`config.mk`:
```
export PLATFORM = sky130hd
export DESIGN_NAME = fd_reg_flat
export DESIGN_NICKNAME = d
export VERILOG_FILES = /design/src/rtl/fd_reg_pkg.sv /design/src/rtl/fd_reg_if.sv /design/src/rtl/fd_reg_fetch_exc_check.sv /design/src/rtl/fd_reg.sv /design/src/flat_wrapper.sv
export SDC_FILE = /design/constraint.sdc
export NUM_CORES = 1
export LEC_CHECK = 0
export BUFFER_PORTS_ARGS = -buffer_cell sky130_fd_sc_hd__buf_2
export CORE_MARGIN = 2
export CORE_UTILIZATION = 40
export DETAILED_ROUTE_END_ITERATION = 7
export PLACE_DENSITY_LB_ADDON = 0.15
export SLEW_MARGIN = 20
export SYNTH_ARGS = -nofsm -noshare
export SYNTH_HDL_FRONTEND = slang
export SYNTH_HIERARCHICAL = 1
export SYNTH_SLANG_ARGS = --single-unit
```
`constraint.sdc`:
```
create_clock -name clk -period 1 [get_ports clk]
set_input_delay 0.15 -clock clk [delete_from_list [all_inputs] [get_ports clk]]
set_output_delay 0.15 -clock clk [all_outputs]
set_load 0.05 [all_outputs]
```
`src/rtl/fd_reg_pkg.sv`:
```
// Shared constants and payload type for the F/D pipeline register.
// Optional fetch address check is enabled with macro FD_ADDR_CHECK_EN.
package fd_reg_pkg;

    localparam int unsigned XLEN     = 32;
    localparam int unsigned EXC_W    = 5;

    localparam logic [EXC_W-1:0] EXC_NONE = 5'd0;
    localparam logic [EXC_W-1:0] EXC_ADEL = 5'd4;

    localparam logic [XLEN-1:0] IM_BASE = 32'h0000_3000;
    localparam logic [XLEN-1:0] IM_LAST = 32'h0000_6FFC;

    localparam logic [XLEN-1:0] DEF_RESET_PC   = 32'h0000_3000;
    localparam logic [XLEN-1:0] DEF_HANDLER_PC = 32'h0000_4180;

    // Contents of the D stage latch
    typedef struct packed {
        logic [XLEN-1:0]  pc;
        logic [XLEN-1:0]  instr;
        logic [EXC_W-1:0] exccode;
        logic             bd;
        logic             valid;
    } d_payload_t;

    // True when a fetch from this address must raise AdEL (unsigned compare)
    function automatic logic fetch_addr_bad(input logic [XLEN-1:0] pc);
        return (pc[1:0] != 2'b00) || (pc < IM_BASE) || (pc > IM_LAST);
    endfunction

endpackage

```
`src/rtl/fd_reg_if.sv`:
```
// F-to-D stage signal bundle; master drives F side, slave is the D register.
interface fd_reg_if;
    import fd_reg_pkg::*;

    logic             stall;
    logic             req;
    logic             flush;
    logic [XLEN-1:0]  f_pc;
    logic [XLEN-1:0]  f_instr;
    logic             f_bd;
    logic [XLEN-1:0]  d_pc;
    logic [XLEN-1:0]  d_instr;
    logic [EXC_W-1:0] d_exccode;
    logic             d_bd;
    logic             d_valid;

    modport master (
        output stall, req, flush, f_pc, f_instr, f_bd,
        input  d_pc, d_instr, d_exccode, d_bd, d_valid
    );

    modport slave (
        input  stall, req, flush, f_pc, f_instr, f_bd,
        output d_pc, d_instr, d_exccode, d_bd, d_valid
    );
endinterface

```
`src/rtl/fd_reg_fetch_exc_check.sv`:
```
// Combinational fetch address check (AdEL); only built with FD_ADDR_CHECK_EN.
`ifdef FD_ADDR_CHECK_EN
module fetch_exc_check
    import fd_reg_pkg::*;
(
    input  logic [XLEN-1:0]  i_pc,
    output logic [EXC_W-1:0] o_code
);
    // Misaligned or outside instruction memory window faults
    always_comb begin
        o_code = EXC_NONE;
        if (fetch_addr_bad(i_pc)) begin
            o_code = EXC_ADEL;
        end
    end
endmodule
`endif

```
`src/rtl/fd_reg.sv`:
```
// F/D pipeline register with reset, exception flush, stall and squash.
// Macro FD_ADDR_CHECK_EN enables the fetch address (AdEL) check.
module fd_reg
    import fd_reg_pkg::*;
#(
    parameter logic [XLEN-1:0] RESET_PC   = DEF_RESET_PC,
    parameter logic [XLEN-1:0] HANDLER_PC = DEF_HANDLER_PC
) (
    input  logic   clk,
    input  logic   reset,
    fd_reg_if.slave bus
);

    d_payload_t       r_d;
    logic [EXC_W-1:0] w_exc;
    logic             w_fault;

`ifdef FD_ADDR_CHECK_EN
    fetch_exc_check u_exc_check (
        .i_pc   (bus.f_pc),
        .o_code (w_exc)
    );
`else
    assign w_exc = EXC_NONE;
`endif

    assign w_fault = (w_exc != EXC_NONE);

    // Priority: reset > req > stall > flush > load
    always_ff @(posedge clk) begin
        if (!reset) begin
            r_d.pc      <= RESET_PC;
            r_d.instr   <= '0;
            r_d.exccode <= EXC_NONE;
            r_d.bd      <= 1'b0;
            r_d.valid   <= 1'b0;
        end else if (bus.req) begin
            r_d.pc      <= HANDLER_PC;
            r_d.instr   <= '0;
            r_d.exccode <= EXC_NONE;
            r_d.bd      <= 1'b0;
            r_d.valid   <= 1'b0;
        end else if (bus.stall) begin
            r_d <= r_d;
        end else if (bus.flush) begin
            // Keep the PC so the bubble still carries a meaningful address
            r_d.pc      <= bus.f_pc;
            r_d.instr   <= '0;
            r_d.exccode <= EXC_NONE;
            r_d.bd      <= 1'b0;
            r_d.valid   <= 1'b0;
        end else begin
            r_d.pc      <= bus.f_pc;
            r_d.instr   <= w_fault ? '0 : bus.f_instr;
            r_d.exccode <= w_exc;
            r_d.bd      <= bus.f_bd;
            r_d.valid   <= 1'b1;
        end
    end

    assign bus.d_pc      = r_d.pc;
    assign bus.d_instr   = r_d.instr;
    assign bus.d_exccode = r_d.exccode;
    assign bus.d_bd      = r_d.bd;
    assign bus.d_valid   = r_d.valid;

endmodule

```
`src/flat_wrapper.sv`:
```
// flat-port wrapper written by rule: the top's interface ports become plain ports
module fd_reg_flat import fd_reg_pkg::*;
#(
    parameter logic [XLEN-1:0] RESET_PC   = DEF_RESET_PC,
    parameter logic [XLEN-1:0] HANDLER_PC = DEF_HANDLER_PC
)
  (clk, reset, bus_stall, bus_req, bus_flush, bus_f_pc, bus_f_instr, bus_f_bd, bus_d_pc, bus_d_instr, bus_d_exccode, bus_d_bd, bus_d_valid);
  fd_reg_if bus_i ();
  input  logic clk;
  input  logic reset;
  input wire logic [$bits(bus_i.stall)-1:0] bus_stall;
  input wire logic [$bits(bus_i.req)-1:0] bus_req;
  input wire logic [$bits(bus_i.flush)-1:0] bus_flush;
  input wire logic [$bits(bus_i.f_pc)-1:0] bus_f_pc;
  input wire logic [$bits(bus_i.f_instr)-1:0] bus_f_instr;
  input wire logic [$bits(bus_i.f_bd)-1:0] bus_f_bd;
  output wire logic [$bits(bus_i.d_pc)-1:0] bus_d_pc;
  output wire logic [$bits(bus_i.d_instr)-1:0] bus_d_instr;
  output wire logic [$bits(bus_i.d_exccode)-1:0] bus_d_exccode;
  output wire logic [$bits(bus_i.d_bd)-1:0] bus_d_bd;
  output wire logic [$bits(bus_i.d_valid)-1:0] bus_d_valid;
  assign bus_i.stall = bus_stall;
  assign bus_i.req = bus_req;
  assign bus_i.flush = bus_flush;
  assign bus_i.f_pc = bus_f_pc;
  assign bus_i.f_instr = bus_f_instr;
  assign bus_i.f_bd = bus_f_bd;
  assign bus_d_pc = bus_i.d_pc;
  assign bus_d_instr = bus_i.d_instr;
  assign bus_d_exccode = bus_i.d_exccode;
  assign bus_d_bd = bus_i.d_bd;
  assign bus_d_valid = bus_i.d_valid;
  fd_reg #(.RESET_PC(RESET_PC), .HANDLER_PC(HANDLER_PC)) u_core (.clk(clk), .reset(reset), .bus(bus_i));
endmodule
```
# Word-level counts from Yosys, hierarchy flattened
# Index checks and enable logic that the tools add are counted.
[totals]
ff_bits = 71
elab_cells = 12
[op_classes]
n_eq_ne = 1
mux = 3
bitwise_logic = 1
reduce_logical = 1
[op_table]
columns = ["operator", "count"]
rows = [
  ["54-bit 2-to-1 mux", 2],
  ["39-bit 2-to-1 mux", 1],
  ["2-bit by 1-bit inequality test with 1-bit output (second input constant)", 1],
  ["2-bit OR reduction", 1],
  ["1-bit NOT", 1],
]

# Logic depth before layout (Yosys ltp)
# Gate-level depths: netlist of run 1.
[depth]
depth_word = 3
mapped_depth = 5
ltp_nobuf = 2

# Worst setup path after synthesis of run 1
# OpenSTA, ideal clock, no wires.
[synth_timing]
path_type = "flip-flop to flip-flop"
from = "register u_core/bus.d_pc[14] (netlist name)"
to = "register u_core.r_d (netlist bit u_core/bus.d_pc[14])"
setup_time_ps = 115
arrival_ps = 932
required_time_ps = 885
slack_ps = -47
path_stages_with_launch = 3
path_buffers = 0
period_less_slack_ps = 1047
path_cell_list = "dfxtp_1 mux2_2 o21a_1"
[synth_rtl]
columns = ["element", "line", "text"]
rows = [
  ["end signal: assignment", "fd_reg.sv:44", "r_d <= r_d;"],
  ["end: declaration", "fd_reg.sv:14", "d_payload_t r_d;"],
]

# Worst setup path after layout of run 1
[layout_timing]
from = "register u_core.r_d (netlist bit u_core/bus.d_pc[19])"
to = "output bus_d_pc[19]"
[layout_rtl]
columns = ["element", "line", "text"]
rows = [
  ["end: declaration", "flat_wrapper.sv:17", "output wire logic [$bits(bus_i.d_pc)-1:0] bus_d_pc;"],
]
# No word-level cell between the ends.

==> results of run 1 <==
-- worst min-delay path by stage --
| stage | start | endpoint | slack [ns] |
|---|---|---|---|
| after floorplan | reset | u_core/bus.d_pc[12] | 0.23 |
| after global placement | bus_f_pc[9] | u_core/bus.d_pc[9] | 0.38 |
| after detailed placement | bus_f_pc[26] | u_core/bus.d_pc[26] | 0.39 |
| after CTS | bus_f_pc[15] | u_core/bus.d_pc[15] | 0.03 |
| after global routing | bus_f_pc[6] | u_core/bus.d_pc[6] | 0.04 |
| final | bus_f_pc[16] | u_core/bus.d_pc[16] | 0.04 |
-- sequential cells by signal, summed over array words and instances (netlist names) --
register,count
u_core/bus.d_bd,1
u_core/bus.d_valid,1
u_core/bus.d_instr,32
u_core/bus.d_pc,32
-- kinds of logic after synthesis --
family | after synthesis
and+or+nand+nor | 96
DFF | 66
AOI/OAI and AO/OA | 39
muxes | 32
buffers and inverters | 26
other | 1
-- final cells by class --
cell class	instances	share of cell area, %
tap	77	2.28
sequential	66	33.2
timing repair buffer	155	33.9
clock inverter	6	1.89
clock buffer	10	3.25
multi-input combinational	172	25.5
-- placed cells by master (no fill, tap or decap), drive strengths merged, types with 3 or more instances in the layout --
master	synthesis	routed
nor2	27	27
a21oi	34	34
o21a	3	3
dfxtp	66	66
mux2i	29	29
buf	21	155
conb	1	5
clkbuf	5	10
mux2	3	3
nand2	34	34
clkinv	0	4
or3b	33	33
-- timing repair --
item | in CTS | in global routing
setup endpoints to repair | 66 | 50
resized for setup | 195 | 38
setup buffers | 0 | 9
-- where the power goes --
part | internal (W) | total, W | switching [W]
sequential | 0.00272 | 0.00279 | 0.0000637
clock | 0.00145 | 0.00244 | 0.000984
combinational | 0.000459 | 0.00103 | 0.000575
-- metrics by stage --
step / hold WS, ns / TNS, ns / util [%] / setup slack (ns)
final: 0.0439 / 0 / 67.4 / 0.0170
after global routing: 0.0424 / -0.391 / 67.4 / -0.0221
after CTS: 0.0325 / -0.00146 / 64.1 / -0.00146
after detailed placement: 0.389 / -1.83 / 52.7 / -0.0948
after global placement: 0.377 / -1.20 / 52.7 / -0.0497
after floorplan: 0.226 / 0 / - / 0.0523
-- routing by layer --
layer  vias to the layer above  routed length, um  track usage, %
li1                       1160                  -               -
met1                      1045               2640            21.5
met2                        95               3080            28.6
met3                        12                519            6.33
met4                         0                131            8.21
met5                         -                  0               0
==> impl_metrics.env, run 1 <==
export IMPL_cts_buffers=9
export IMPL_antenna_cells=0
export IMPL_via_per_inst=4.76
export IMPL_fin_skew_ns=0
export IMPL_cp_max_fo=2
export IMPL_start_util_pct=40.9
export IMPL_antenna_found_initial=0
export IMPL_power_w=0.00626
export IMPL_cp_num_cells=1
export IMPL_async_flop_share_pct=0
export IMPL_dp_hpwl_mm=4.11
export IMPL_grt_max_degree=42
export IMPL_regToRegEndpoint="u_core/bus.d_pc[8]"
export IMPL_post_synth_top_area_cell="dfxtp_1"
export IMPL_setup_viol=0
export IMPL_cts_max_path_buffers=2
export IMPL_synthMuxAreaShare_pct=12.6
export IMPL_clk_latency_ns=0.33
export IMPL_synth_simple_gate_area_share_pct=20.7
export IMPL_min_path_type="in -> reg"
export IMPL_cpPeakStageDelay_ns=0.35
export IMPL_cp_end_kind="output port"
export IMPL_fin_nets=474
export IMPL_cts_tree="done"
export IMPL_grt_setup_unrepaired="true"
export IMPL_yosys_area_share_xor_xnor_pct=0
export IMPL_r2r_cells=2
export IMPL_min_period_over_period_pct=98.3
export IMPL_htree_num_levels=3
export IMPL_critPathRequiredTime_ns=0.85
export IMPL_p_leak_nw=1.90
export IMPL_crit_type="reg -> out"
export IMPL_endpoint="bus_d_pc[19]"
export IMPL_synth_edf_count=0
export IMPL_crit_path_top_delay_cell="dfxtp_2"
export IMPL_synth_top_family_by_area="simple AND/OR/NAND/NOR gates"
export IMPL_grt_pass1_wl_mm=10.2
export IMPL_startpoint="u_core/bus.d_pc[19]"
export IMPL_synth_ff_type="dfxtp_1"
export IMPL_die_h_um=84.1
export IMPL_final_max_slew_viol_count=0
export IMPL_cts_hold_buffers=0
export IMPL_fp_row_count=29
export IMPL_regArea_mm2=0.00140
export IMPL_avgSynthCellArea_um2=9.87
export IMPL_outcome="finished clean"
export IMPL_core_area_mm2=0.00628
export IMPL_io_pins=141
export IMPL_max_clock_freq_ghz=1.02
export IMPL_final_layout_size_suffix_gt1_share_pct=58.9
export IMPL_synthAdderAreaFrac_pct=0
export IMPL_synth_compound_gate_area_share_pct=7.90
export IMPL_cp_arrival_ns=0.83
export IMPL_crit_chain="buf_8"
export IMPL_area_growth_pct=64.9
export IMPL_grt_remaining_overflow=0
export IMPL_grt_usage_pct=17.9
export IMPL_multi_input_area_mm2=0.00108
export IMPL_path_clk_slew_ns=0.07
export IMPL_placed_cells=461
export IMPL_detailedRoute_firstIterationViolations=87
export IMPL_finalHoldViolations=0
export IMPL_grt_pass1_vias=2278
export IMPL_final_area_mm2=0.00423
export IMPL_num_vias=2312
export IMPL_synthTopCellsByCount="66 x dfxtp_1, 34 x a21oi_1, 34 x nand2_1"
export IMPL_port_buffers=135
export IMPL_ys_seq_area_share_pct=51.5
export IMPL_die_area_mm2=0.00707
export IMPL_filler_cell_count=498
export IMPL_critPathBufInv=1
export IMPL_start_kind="register"
export IMPL_ys_ff_latch=66
export IMPL_final_cells=486
export IMPL_yosys_warnings=6
export IMPL_whs_path_depth=3
export IMPL_yosysTopAreaCellShare_pct=51.5
export IMPL_drcViolationCount=0
export IMPL_crit_family="flip-flops"
export IMPL_p_per_area_mw_per_mm2=1480
export IMPL_dr_pass1_iters=4
export IMPL_root_buffer="clkbuf_8"
export IMPL_post_dp_cell_area_mm2=0.00331
export IMPL_gp_congestion=0.652
export IMPL_synthTopCellsByArea="dfxtp_1 52%, mux2i_1 11%, or3b_1 11%"
export IMPL_wl_mm=6.37
export IMPL_wl_per_cell_um=13.1
export IMPL_reg2reg_from="u_core/bus.d_pc[8]"
export IMPL_r2r_slack_ns=0.14
export IMPL_netlist_area_mm2=0.00256
export IMPL_period_needed_ns=0.983
export IMPL_synth_most_common_cell="dfxtp_1"
export IMPL_numClockSinks=66
export IMPL_synth_distinct_cells=16
export IMPL_syn_instance_count=260
export IMPL_ir_worst_vdd_uv=1020
export IMPL_die_w_um=84.1
export IMPL_drv_cap=0
export IMPL_final_antenna_net_count=0
Power figures use the tool's default switching activity.
==> run 2, diff against run 1 <==
--- a/config.mk
+++ b/config.mk
@@ -7,7 +7,7 @@
 export LEC_CHECK = 0
 export BUFFER_PORTS_ARGS = -buffer_cell sky130_fd_sc_hd__buf_2
 export CORE_MARGIN = 2
-export CORE_UTILIZATION = 40
+export CORE_UTILIZATION = 35
 export DETAILED_ROUTE_END_ITERATION = 7
 export PLACE_DENSITY_LB_ADDON = 0.15
 export SLEW_MARGIN = 20
==> run 2 against run 1 <==
Clock-buffer cell count decreased by 1. Register-to-register slack is essentially flat. Combinational power barely moved. Clock skew is the same. Wire length increased by 0.14%. Fmax about the same. Global-route usage fell by 2.8 points. Via count fell by 2.2%. Power grew 3.9%. Setup slack about the same. Cell area is 1.4% higher. Largest cell class unchanged.
==> impl_metrics.env, run 2 (synthesis results as in run 1) <==
export IMPL_outcome="finished clean"
export IMPL_layout_setup_ws_ns=0.0167
export IMPL_fin_nets=470
export IMPL_ir_worst_vdd_uv=957
export IMPL_swShare_pct=25.5
export IMPL_seqPwrFrac_pct=42.8
export IMPL_grt_max_degree=51
export IMPL_port_buffers=135
export IMPL_startpoint="u_core/bus.d_instr[29]"
export IMPL_tns_ns=0
export IMPL_drv_cap=0
export IMPL_start_util_pct=35.7
export IMPL_cpPeakStageDelay_ns=0.36
export IMPL_core_area_mm2=0.00718
export IMPL_gp_congestion=0.657
export IMPL_path_clk_slew_ns=0.07
export IMPL_start_kind="register"
export IMPL_endpoint="bus_d_instr[29]"
export IMPL_setup_viol=0
export IMPL_regToRegEndpoint="u_core/bus.d_pc[14]"
export IMPL_grt_remaining_overflow=0
export IMPL_cp_max_fo=2
export IMPL_r2r_cells=2
export IMPL_detailedRoute_firstIterationViolations=50
export IMPL_slew_headroom_pct=66.0
export IMPL_antenna_cells=0
export IMPL_area_growth_pct=67.3
export IMPL_htree_num_levels=3
export IMPL_cts_tree="done"
export IMPL_cts_hold_buffers=0
export IMPL_final_common_cell="buf_2"
export IMPL_via_per_inst=4.48
export IMPL_reg2reg_from="u_core/bus.d_pc[14]"
export IMPL_clk_latency_ns=0.32
export IMPL_crit_path_top_delay_cell="dfxtp_2"
export IMPL_die_area_mm2=0.00803
export IMPL_grt_pass1_wl_mm=9.32
export IMPL_critPathRequiredTime_ns=0.85
export IMPL_dr_pass1_iters=4
export IMPL_crit_chain="buf_8"
export IMPL_die_w_um=89.6
export IMPL_crit_family="flip-flops"
export IMPL_r2r_slack_ns=0.15
export IMPL_antenna_found_initial=0
export IMPL_fp_row_count=31
export IMPL_post_dp_cell_area_mm2=0.00337
export IMPL_cts_buffers=9
export IMPL_io_pins=141
export IMPL_cp_num_cells=1
export IMPL_cp_arrival_ns=0.83
export IMPL_root_buffer="clkbuf_8"
export IMPL_final_antenna_net_count=0
export IMPL_p_comb_share_pct=16.0
export IMPL_grt_setup_unrepaired="true"
export IMPL_preCtsSetupSlack_ns=-0.0798
export IMPL_dp_hpwl_mm=4.14
export IMPL_period_needed_ns=0.983
export IMPL_grt_pass1_vias=2045
export IMPL_p_per_area_mw_per_mm2=1520
export IMPL_switching_power_w=0.00166
export IMPL_min_path_type="in -> reg"
export IMPL_grt_usage_pct=15.1
export IMPL_filler_cell_count=627
export IMPL_final_max_slew_viol_count=0
export IMPL_cts_max_path_buffers=2
export IMPL_fin_skew_ns=0
export IMPL_p_leak_nw=1.90
export IMPL_num_vias=2260
export IMPL_tightest_slew_ns=0.510
export IMPL_placed_cells=484
export IMPL_cp_end_kind="output port"
export IMPL_numClockSinks=66
export IMPL_wl_per_cell_um=12.7
export IMPL_final_area_mm2=0.00429
export IMPL_critPathBufInv=1
export IMPL_finalHoldViolations=0
export IMPL_power_w=0.00651
export IMPL_final_cells=504
export IMPL_power_internal_w=0.00485
export IMPL_final_cell_mix="68 x buf_2, 66 x dfxtp_2, 42 x buf_8, 34 x nand2_1, 34 x a21oi_1"
export IMPL_crit_type="reg -> out"
export IMPL_min_period_over_period_pct=98.3
export IMPL_final_layout_size_suffix_gt1_share_pct=58.5
export IMPL_clkPwrFrac_pct=41.1
export IMPL_max_clock_freq_ghz=1.02
export IMPL_wl_mm=6.38
export IMPL_die_h_um=89.6
export IMPL_drcViolationCount=0
run 2: changes by cell type in the layout (fill, tap and decap cells not counted), sizes merged:
| cell | previous run | this run |
|---|---|---|
| buf | 155 | 151 |
| clkinv | 4 | 2 |
| bufinv | 2 | 3 |
| clkbuf | 10 | 9 |
| clkinvlp | 0 | 1 |
| inv | 0 | 1 |
run 2: metal layers:
layer  GRT usage [%]  vias up  wire length [um]
met1            18.2     1006              2710
met2            23.1       95              2930
li1                -     1154                 -
met4            6.92        0                61
met5               0        -                 0
met3            6.49        5               679
run 2: final cells by class:
type	instances	area, um2	area share [%]
clock buffers	9	124	2.89
clock inverters	7	116	2.71
repair buffers	151	1440	33.7
well taps	99	124	2.89
multi-input cells	172	1080	25.1
flip-flops and latches	66	1400	32.7
run 2: through the flow:
stage	utilization [%]	hold WS [ns]
after detailed placement	47.0	0.387
after floorplan	-	0.226
after global placement	47.0	0.378
final	59.8	0.0476
after CTS	57.8	0.0208
after global routing	59.8	0.0366
run 2: worst register-to-register path, cell delays in order, from the launching register on:
cell	delay [ns]
dfxtp_2	0.33
mux2_2	0.25
o21a_1	0.16
run 2: what timing repair did:
item                                    CTS  global route
setup buffers                             0             4
gates resized for setup                 206            31
cloned                                    0             0
endpoints found under the setup margin   66            53
run 2: worst min path at each step:
stage	start	to	slack [ns]	cells past startpoint
3_3_place_gp	bus_f_pc[5]	u_core/bus.d_pc[5]	0.38	3
6_report	bus_f_pc[22]	u_core/bus.d_pc[22]	0.05	3
5_1_grt	bus_f_pc[5]	u_core/bus.d_pc[5]	0.04	3
3_5_place_dp	bus_f_pc[27]	u_core/bus.d_pc[27]	0.39	3
2_1_floorplan	reset	u_core/bus.d_pc[12]	0.23	1
4_1_cts	bus_f_pc[5]	u_core/bus.d_pc[5]	0.02	3
run 2: power groups by stage:
stage / combinational [W] / sequential (W) / clock [W]
detailed placement: 0.000908 / 0.00280 / 0
floorplan: 0.000355 / 0.00308 / 0
CTS: 0.00102 / 0.00278 / 0.00278
global placement: 0.000906 / 0.00280 / 0
finish: 0.00104 / 0.00279 / 0.00268
global route: 0.00111 / 0.00279 / 0.00290
